<file path="config.mk">
export PLATFORM = sky130hd
export DESIGN_NAME = serial_sink_to_memory
export DESIGN_NICKNAME = d
export VERILOG_FILES = /design/src/rtl/serial_sink_to_memory_pkg.sv /design/src/rtl/serial_rx_shifter.sv /design/src/rtl/serial_sink_to_memory.sv
export SDC_FILE = /design/constraint.sdc
export NUM_CORES = 1
export LEC_CHECK = 0
export ABC_AREA = 0
export CORE_MARGIN = 4
export CORE_UTILIZATION = 40
export DETAILED_ROUTE_END_ITERATION = 10
export HOLD_SLACK_MARGIN = 0.06
export PLACE_DENSITY_LB_ADDON = 0.15
export SKIP_LAST_GASP = 1
export SLEW_MARGIN = 40
export SYNTH_ARGS = -nofsm -noshare
export SYNTH_HDL_FRONTEND = slang
export SYNTH_SLANG_ARGS = --single-unit
</file>
<file path="constraint.sdc">
create_clock -name clk -period 1.5 [get_ports clk]
set_input_delay 0.375 -clock clk [delete_from_list [all_inputs] [get_ports clk]]
set_output_delay 0.375 -clock clk [all_outputs]
set_load 0.02 [all_outputs]
</file>
<file path="src/rtl/serial_sink_to_memory_pkg.sv">
// Shared definitions for the serial sink: frame geometry, FSM state encoding
// and a saturating counter helper.
`ifndef ADDR_SZ
`define ADDR_SZ 4
`endif
`ifndef PAYLOAD_SIZE
`define PAYLOAD_SIZE 8
`endif
`ifndef NUM_NODES
`define NUM_NODES 16
`endif
`ifndef FRAME_W
`define FRAME_W (`PAYLOAD_SIZE + `ADDR_SZ)
`endif

package serial_sink_to_memory_pkg;

    localparam int ADDR_SZ      = `ADDR_SZ;
    localparam int PAYLOAD_SIZE = `PAYLOAD_SIZE;
    localparam int FRAME_W      = `FRAME_W;

    typedef enum logic [2:0] {
        IDLE,
        RECV,
        DISCARD,
        CHECK,
        PAUSE
    } sink_state_t;

    // Event counters stick at all-ones instead of wrapping.
    function automatic logic [7:0] sat_inc(input logic [7:0] value);
        return (value == 8'hFF) ? value : value + 8'd1;
    endfunction

endpackage

</file>
<file path="src/rtl/serial_rx_shifter.sv">
// Start-bit detector and LSB-first deserializer for one serial frame; shared
// with the router input ports.
module serial_rx_shifter
    import serial_sink_to_memory_pkg::*;
(
    input  logic               clk,
    input  logic               reset,
    input  logic               enable,
    input  logic               serial_in,
    output logic               start,
    output logic               frame_done,
    output logic [FRAME_W-1:0] shreg
);

    localparam int CNT_W = $clog2(FRAME_W + 1);

    logic             active;
    logic [CNT_W-1:0] bit_cnt;

    assign start      = enable && !active && serial_in;
    assign frame_done = active && (bit_cnt == CNT_W'(FRAME_W - 1));

    // Each data bit enters at the MSB so the first bit ends up at bit 0.
    always_ff @(posedge clk or negedge reset) begin
        if (!reset) begin
            active  <= 1'b0;
            bit_cnt <= '0;
            shreg   <= '0;
        end else if (start) begin
            active  <= 1'b1;
            bit_cnt <= '0;
        end else if (active) begin
            shreg   <= {serial_in, shreg[FRAME_W-1:1]};
            bit_cnt <= frame_done ? '0 : bit_cnt + CNT_W'(1);
            if (frame_done) begin
                active <= 1'b0;
            end
        end
    end

endmodule

</file>
<file path="src/rtl/serial_sink_to_memory.sv">
// Serial link sink: deserializes frames, keeps payloads addressed to this node
// in a small message memory and back-pressures the upstream transmitter.
module serial_sink_to_memory
    import serial_sink_to_memory_pkg::*;
#(
    parameter int ID       = -1,
    parameter int MSG_SIZE = 3
) (
    input  logic                    clk,
    input  logic                    reset,
    input  logic                    serial_in,
    output logic                    busy,
    output logic [PAYLOAD_SIZE-1:0] payload,
    output logic                    payload_valid,
    output logic [7:0]              rx_count,
    output logic [7:0]              misroute_count,
    output logic [7:0]              overrun_count,
    output logic                    done,
    input  logic [3:0]              rd_idx,
    output logic [PAYLOAD_SIZE-1:0] rd_data
);

    localparam int PTR_W     = (MSG_SIZE > 1) ? $clog2(MSG_SIZE) : 1;
    localparam int MEM_DEPTH = 2 ** PTR_W;
    localparam logic [ADDR_SZ-1:0] ID_ADDR = ADDR_SZ'(ID);

    sink_state_t               state;
    logic                      rx_start;
    logic                      frame_done;
    logic [FRAME_W-1:0]        shreg;
    logic [PTR_W-1:0]          wr_ptr;
    logic                      hit;
    logic                      addr_match;
    logic [PAYLOAD_SIZE-1:0]   field;
    logic [PAYLOAD_SIZE-1:0]   mem [MEM_DEPTH];

    serial_rx_shifter u_shifter (
        .clk        (clk),
        .reset      (reset),
        .enable     (state == IDLE),
        .serial_in  (serial_in),
        .start      (rx_start),
        .frame_done (frame_done),
        .shreg      (shreg)
    );

    assign addr_match = (shreg[ADDR_SZ-1:0] == ID_ADDR);
    assign field      = shreg[FRAME_W-1:ADDR_SZ];

    // Once done, the pointer parks on the last slot instead of stepping past it.
    always_ff @(posedge clk or negedge reset) begin
        if (!reset) begin
            state          <= IDLE;
            busy           <= 1'b0;
            payload        <= '0;
            payload_valid  <= 1'b0;
            rx_count       <= '0;
            misroute_count <= '0;
            overrun_count  <= '0;
            done           <= 1'b0;
            wr_ptr         <= '0;
            hit            <= 1'b0;
        end else begin
            payload_valid <= 1'b0;
            case (state)
                IDLE: begin
                    if (rx_start) begin
                        busy <= 1'b1;
                        if (done) begin
                            overrun_count <= sat_inc(overrun_count);
                            state         <= DISCARD;
                        end else begin
                            state <= RECV;
                        end
                    end
                end
                RECV: begin
                    if (frame_done) state <= CHECK;
                end
                DISCARD: begin
                    if (frame_done) state <= IDLE;
                end
                CHECK: begin
                    hit <= addr_match;
                    if (addr_match) begin
                        payload  <= field;
                        rx_count <= sat_inc(rx_count);
                        if (int'(wr_ptr) == MSG_SIZE - 1) begin
                            done <= 1'b1;
                        end else begin
                            wr_ptr <= wr_ptr + PTR_W'(1);
                        end
                    end else begin
                        misroute_count <= sat_inc(misroute_count);
                    end
                    state <= PAUSE;
                end
                PAUSE: begin
                    payload_valid <= hit;
                    busy          <= done;
                    state         <= IDLE;
                end
                default: state <= IDLE;
            endcase
        end
    end

    // Message memory survives reset; only the write pointer is cleared.
    always_ff @(posedge clk) begin
        if (state == CHECK && addr_match && !done) begin
            mem[wr_ptr] <= field;
        end
    end

    assign rd_data = (int'(rd_idx) < MSG_SIZE) ? mem[PTR_W'(rd_idx)] : '0;

endmodule

</file>
* After elaboration in Yosys (flattened, before gate mapping) *
Memory sizes are Yosys's and may differ from the RTL's.
Cells that the tools add are included.
W data, S select, Z words.

word-level totals
  memory bits (writable) = 32
  memories kept = 1
  register bits after elaboration = 58
  output and inout port bits = 43
  word-level logic and storage cells = 75
  input bits = 7

memory list
  memory  depth  bits a word  rd ports  clocked after memory_dff  wr ports  RTL line                     RTL
  mem     4      8            1         0                         1         serial_sink_to_memory.sv:35  logic [PAYLOAD_SIZE-1:0] mem [MEM_DEPTH];

cells by class
  multiplexer cells = 17
  add/subtract/negate cells = 5
  reductions and logical operators = 19
  order comparisons = 1
  equal/unequal tests = 13
  bitwise logic cells = 6

operators by type and width
  kind                   number
  $add A8 B1 Y8 const B  3
  $eq A8 B8 Y1 const B   3
  $reduce_and A3 Y1      5
  $mux W4                3
  $pmux W3 S4            1
  $mux W3                3
  $eq A4 B4 Y1 const B   2
  $mux W8                1
  $mux W1                7
  $eq A3 B2 Y1 const B   2
  $not A1 Y1             6
  $reduce_and A2 Y1      3
  $logic_and A1 B1 Y1    5
  $add A4 B1 Y4 const B  1
  $lt A4 B2 Y1 const B   1
  $ne A2 B1 Y1 const B   2
  $reduce_and A4 Y1      1
  $reduce_bool A2 Y1     2
  $eq A3 B1 Y1 const B   1
  $eq A3 B3 Y1 const B   1
  $logic_not A3 Y1       1
  $add A2 B1 Y2 const B  1
  $eq A2 B2 Y1 const B   1
  $logic_not A1 Y1       2
  other kinds (3)        3

* Longest topological paths before layout *
  depth in word-level cells = 5
  mapped depth = 6
  gate-level depth less buffers = 6

* Cells and area by module *
From an unflattened synthesis, not the netlist that was laid out.

unflattened totals
  cell total of the unflattened synthesis = 286
  area, all modules = 3554.7 µm²

modules (own cells, without submodules)
  module                 times used  seq. area each (µm²)  cells an instance  area each (µm²)
  serial_sink_to_memory  1           1746.7                233                2839.0
  serial_rx_shifter      1           425.4                 53                 715.7

* Worst setup path before layout *
Ideal clock, no wire load.

  path kind = input-to-output
  from = input port rd_idx[1]
  to = output port rd_data[0]
  stages = 5
  data required time = 1.125 ns
  path buffers = 2
  arrival = 1.543 ns
  path slack = -0.418 ns
  path through = clkbuf_1 nor2b_1 clkbuf_1 a21oi_1 nor3_1

on the way
  longest elaborated chain between the ends = 2
  elaborated cells between the ends (all ways) = 3
  classes of those cells = order compare: 1; mux: 1; memory: 1

ends and longest elaborated chain
  what                                           RTL line                      RTL
  start, declared                                serial_sink_to_memory.sv:19   input logic [3:0] rd_idx,
  $lt A4 B2 Y1 or $mem_v2 Z4 W8 (tied branches)  -
  $mux W8 *                                      serial_sink_to_memory.sv:115  assign rd_data = (int'(rd_idx) < MSG_SIZE) ? mem[PTR_W'(rd_idx)] : '0;
  end, declared                                  serial_sink_to_memory.sv:20   output logic [PAYLOAD_SIZE-1:0] rd_data

Every way passes the cells marked *; elsewhere a longest branch is shown, timed or not.

* Final worst setup path *
  from = memory mem[2][2] (netlist bit)
  to = output port rd_data[2]

on the way
  longest elaborated chain between the ends = 2

ends and longest elaborated chain
  what             RTL line
  start, declared  serial_sink_to_memory.sv:35
  $mem_v2 Z4 W8    -
  $mux W8          serial_sink_to_memory.sv:115

No other way between the ends.

==> run_results.csv <==
group,metric,value,unit
run_status,status,"finished with violations",
run_status,failed_checks,"setup timing",
critical_path,r2r_cells,5,
critical_path,critPathLaunchType,"flip-flop",
routing,vias,2412,
synth,synth_edf_count,24,
global_routing,grt_overflow,0,
global_routing,antenna_found_initial,0,
die,ios,50,
sta,relSlewSlack,80.7,%
sta,finalCriticalPeriod,1.67,ns
synth,yosysUniqueCellTypes,36,
final_layout,area_growth,46.0,%
critical_path,r2r-start,"state[1]",
routing,drt_iter0_markers,97,
flow_run,cap_violations,0,
clock_network,clockRootBuffer,"clkbuf_8",
clock_network,cts_tree,"built",
die,die_w,102,um
placed_design,portBuffers,49,
die,dieArea,10300,um2
clock_network,clk_latency,0.35,ns
routing,drt_wl_total,7.15,mm
synth,synth_top_flop_cell,"dfrtp_1",
sta,fin_skew,0.0158,ns
critical_path,worstSetupStartpoint,"mem[2][2]",
clock_network,path_clk_slew,0.10,ns
sta,worst_pin_slew,0.288,ns
global_routing,grt_first_pass_wirelength,12.0,mm
placed_design,dpl.cell_count,453,
placed_design,gp_congestion,0.785,
synth,syn_area_per_cell,12.9,um2
pwr,max-vdd-ir-drop,778,uV
sta,rsz0062_at_grt,"yes",
routing,firstDrtPassIters,4,
routing,route.detailed.drc,0,
critical_path,cp.buffers_inverters,1,
pwr,internal-power,4.94,mW
sta,hold_violations,0,
final_layout,layout-drive-gt1-share,45.5,%
sta,period_share,112,%
pwr,p_sw,2.32,mW
global_routing,grt_max_degree,21,
die,coreArea,8380,um2
pwr,combinationalPowerShare,28.9,%
pwr,clkPwrFrac,25.3,%
synth,yosysTopAreaCell,"dfrtp_1",
clock_network,numCtsBuffers,9,
synth,async_reset_ff_share,70.7,%
synth,synth_area_leaders,"dfrtp_1 41%, edfxtp_1 21%, mux2_2 8.4%",
critical_path,slowest_stage,"edfxtp_1",
die,row_count,33,
critical_path,cp_max_fo,1,
synth,syn_area,3510,um2
critical_path,cp-end-kind,"output pin",
routing,vias_per_cell,4.99,
pwr,power_frac_seq,45.8,%
global_routing,grtUsageTotal,14.8,%
critical_path,cp.arrival,1.30,ns
sta,fmax,597,MHz
critical_path,r2r_setup_slack,-0.13,ns
worst_hold_path,worstHoldPathType,"input port to asynchronous set/reset pin",
pwr,p_leak,2.29,nW
clock_network,clock_path_buffers,2,
die,start_util,41.8,%
synth,syn_inst,272,
critical_path,timing.rr.end,"overrun_count[6]",
global_routing,grt_pass1_vias,2533,
placed_design,placed_cell_area,4610,um2
die,die_height,102,um
clock_network,clkSinkCount,82,
pwr,switching_share,32.0,%
synth,yosysSeqAreaShare,62.0,%
critical_path,path_cells,"mux2i_2 -> nor2_2 -> a21oi_4 -> nor3_4 -> buf_6",
synth,ys_seq_elements,82,
clock_network,ctsHtreeMaxLevel,3,
critical_path,crit_cells,5,
critical_path,crit_type,"flip-flop to output pin",
synth,yosys_warnings,0,
final_layout,fin_nets,387,
synth,synthDominantCellAreaShare,41.4,%
critical_path,slowest_delay,0.40,ns
final_layout,post-route-util,61.1,%
sta,slew_viol_final,0,
routing,detail-route-antenna-nets,0,
final_layout,nFillCells,682,
final_layout,finalInstanceArea,5120,um2
final_layout,final_cells,483,
pwr,power.density,1420,nW/um2
routing,routedWlPerCell,14.8,um
placed_design,post-dp-hpwl,4.87,mm
critical_path,cpLargestDelayFamily,"flip-flops",
critical_path,setup.worst_path.end,"rd_data[2]",
sta,setup_viol,49,
synth,syn_nets,286,
critical_path,required,1.12,ns
final_layout,n_antenna_cell,0,
sta,setup_slack,-0.175,ns
==> power groups by stage <==
stage / combinational [mW] / clock, mW / sequential (mW)
global route: 2.32 / 1.98 / 3.41
detailed placement: 1.97 / 0 / 3.38
finish: 2.10 / 1.84 / 3.32
global placement: 1.93 / 0 / 3.36
floorplan: 1.00 / 0 / 3.48
CTS: 1.98 / 1.88 / 3.32
==> kinds of logic (layout without fill, tap and decap cells) <==
kind of cell	after synthesis	count (layout)	share of synthesized area, %
adder cells (fa/ha/maj)	7	7	2.50
multiplexers	34	34	10.6
AO/OA/AOI/OAI	25	25	4.85
AND/OR/NAND/NOR	85	85	12.5
flip-flops	82	82	62.0
XOR/XNOR	22	22	5.50
buffers and inverters	17	123	2.03
==> per-layer routing <==
layer | routed length [um] | GRT usage (%)
met2 | 3660 | 24.6
met4 | 82 | 5.52
met3 | 238 | 2.55
met5 | 0 | 0
met1 | 3160 | 19.4
==> cell type report <==
| class | count | area [um2] | area share, % |
|---|---|---|---|
| clock buffers | 9 | 124 | 2.42 |
| flip-flops and latches | 82 | 2180 | 42.6 |
| inverters | 10 | 42.5 | 0.831 |
| well taps | 105 | 131 | 2.57 |
| multi-input cells | 173 | 1610 | 31.4 |
| clock inverters | 7 | 108 | 2.10 |
| repair buffers | 97 | 925 | 18.1 |
==> flip-flops by register name (all words and copies together), names as in the netlist, 3 cells and up <==
register and cells:
overrun_count 8, payload 8, u_shifter.bit_cnt 4, mem 24, rx_count 8, state 3, u_shifter.shreg 12, misroute_count 8
==> stage by stage <==
| step | setup TNS [ns] | hold slack (ns) | power [mW] | setup slack (ns) |
|---|---|---|---|---|
| global placement | -14.07 | 0.243 | 5.29 | -0.983 |
| detailed placement | -15.45 | 0.249 | 5.35 | -1.04 |
| floorplan | -0.0586 | 0.0794 | 4.48 | -0.00945 |
| global route | -7.12 | 0.406 | 7.71 | -0.260 |
| finish | -3.02 | 0.416 | 7.26 | -0.175 |
| CTS | -1.86 | 0.393 | 7.18 | -0.218 |
==> how the worst min path moves through the flow <==
stage / from / to / slack [ns]
4_1_cts: reset / misroute_count[0] / 0.39
3_5_place_dp: reset / misroute_count[7] / 0.25
5_1_grt: reset / misroute_count[0] / 0.41
6_report: reset / misroute_count[0] / 0.42
2_1_floorplan: reset / busy / 0.08
3_3_place_gp: reset / misroute_count[7] / 0.24
==> cell usage after synthesis (all sizes together) (2+ instances only) <==
library cell / count
nor4: 2
and2: 3
dfrtp: 58
o211ai: 2
mux2: 26
edfxtp: 24
a311oi: 2
nand2b: 2
inv: 10
nand2: 15
o21ai: 4
nand4: 5
nor2: 20
a31oi: 2
buf: 4
nor3: 19
a21oi: 11
a21o: 2
ha: 7
nand3: 13
mux2i: 8
and4: 2
xor2: 16
xnor2: 6
clkbuf: 3
==> cells in the final DEF, fill, tap and decap left out, drive strengths merged, types with 7 or more instances in the layout <==
cell type,instances
dfrtp,58
buf,57
mux2i,8
nor3,19
dlygate4sd2,14
nor2,20
edfxtp,24
xor2,16
nand3,13
clkbuf,23
clkdlybuf4s15,10
nand2,15
mux2,26
a21oi,11
ha,7
inv,14
==> repair_timing <==
item                                    CTS  global route
pin swaps                                18            21
hold buffers                              1             0
setup buffers                             3             9
resized for setup                       129            53
endpoints found under the hold margin     5             0
endpoints found under the setup margin   77            78
gates cloned                              1             0
(Power assumes the default switching activity.)
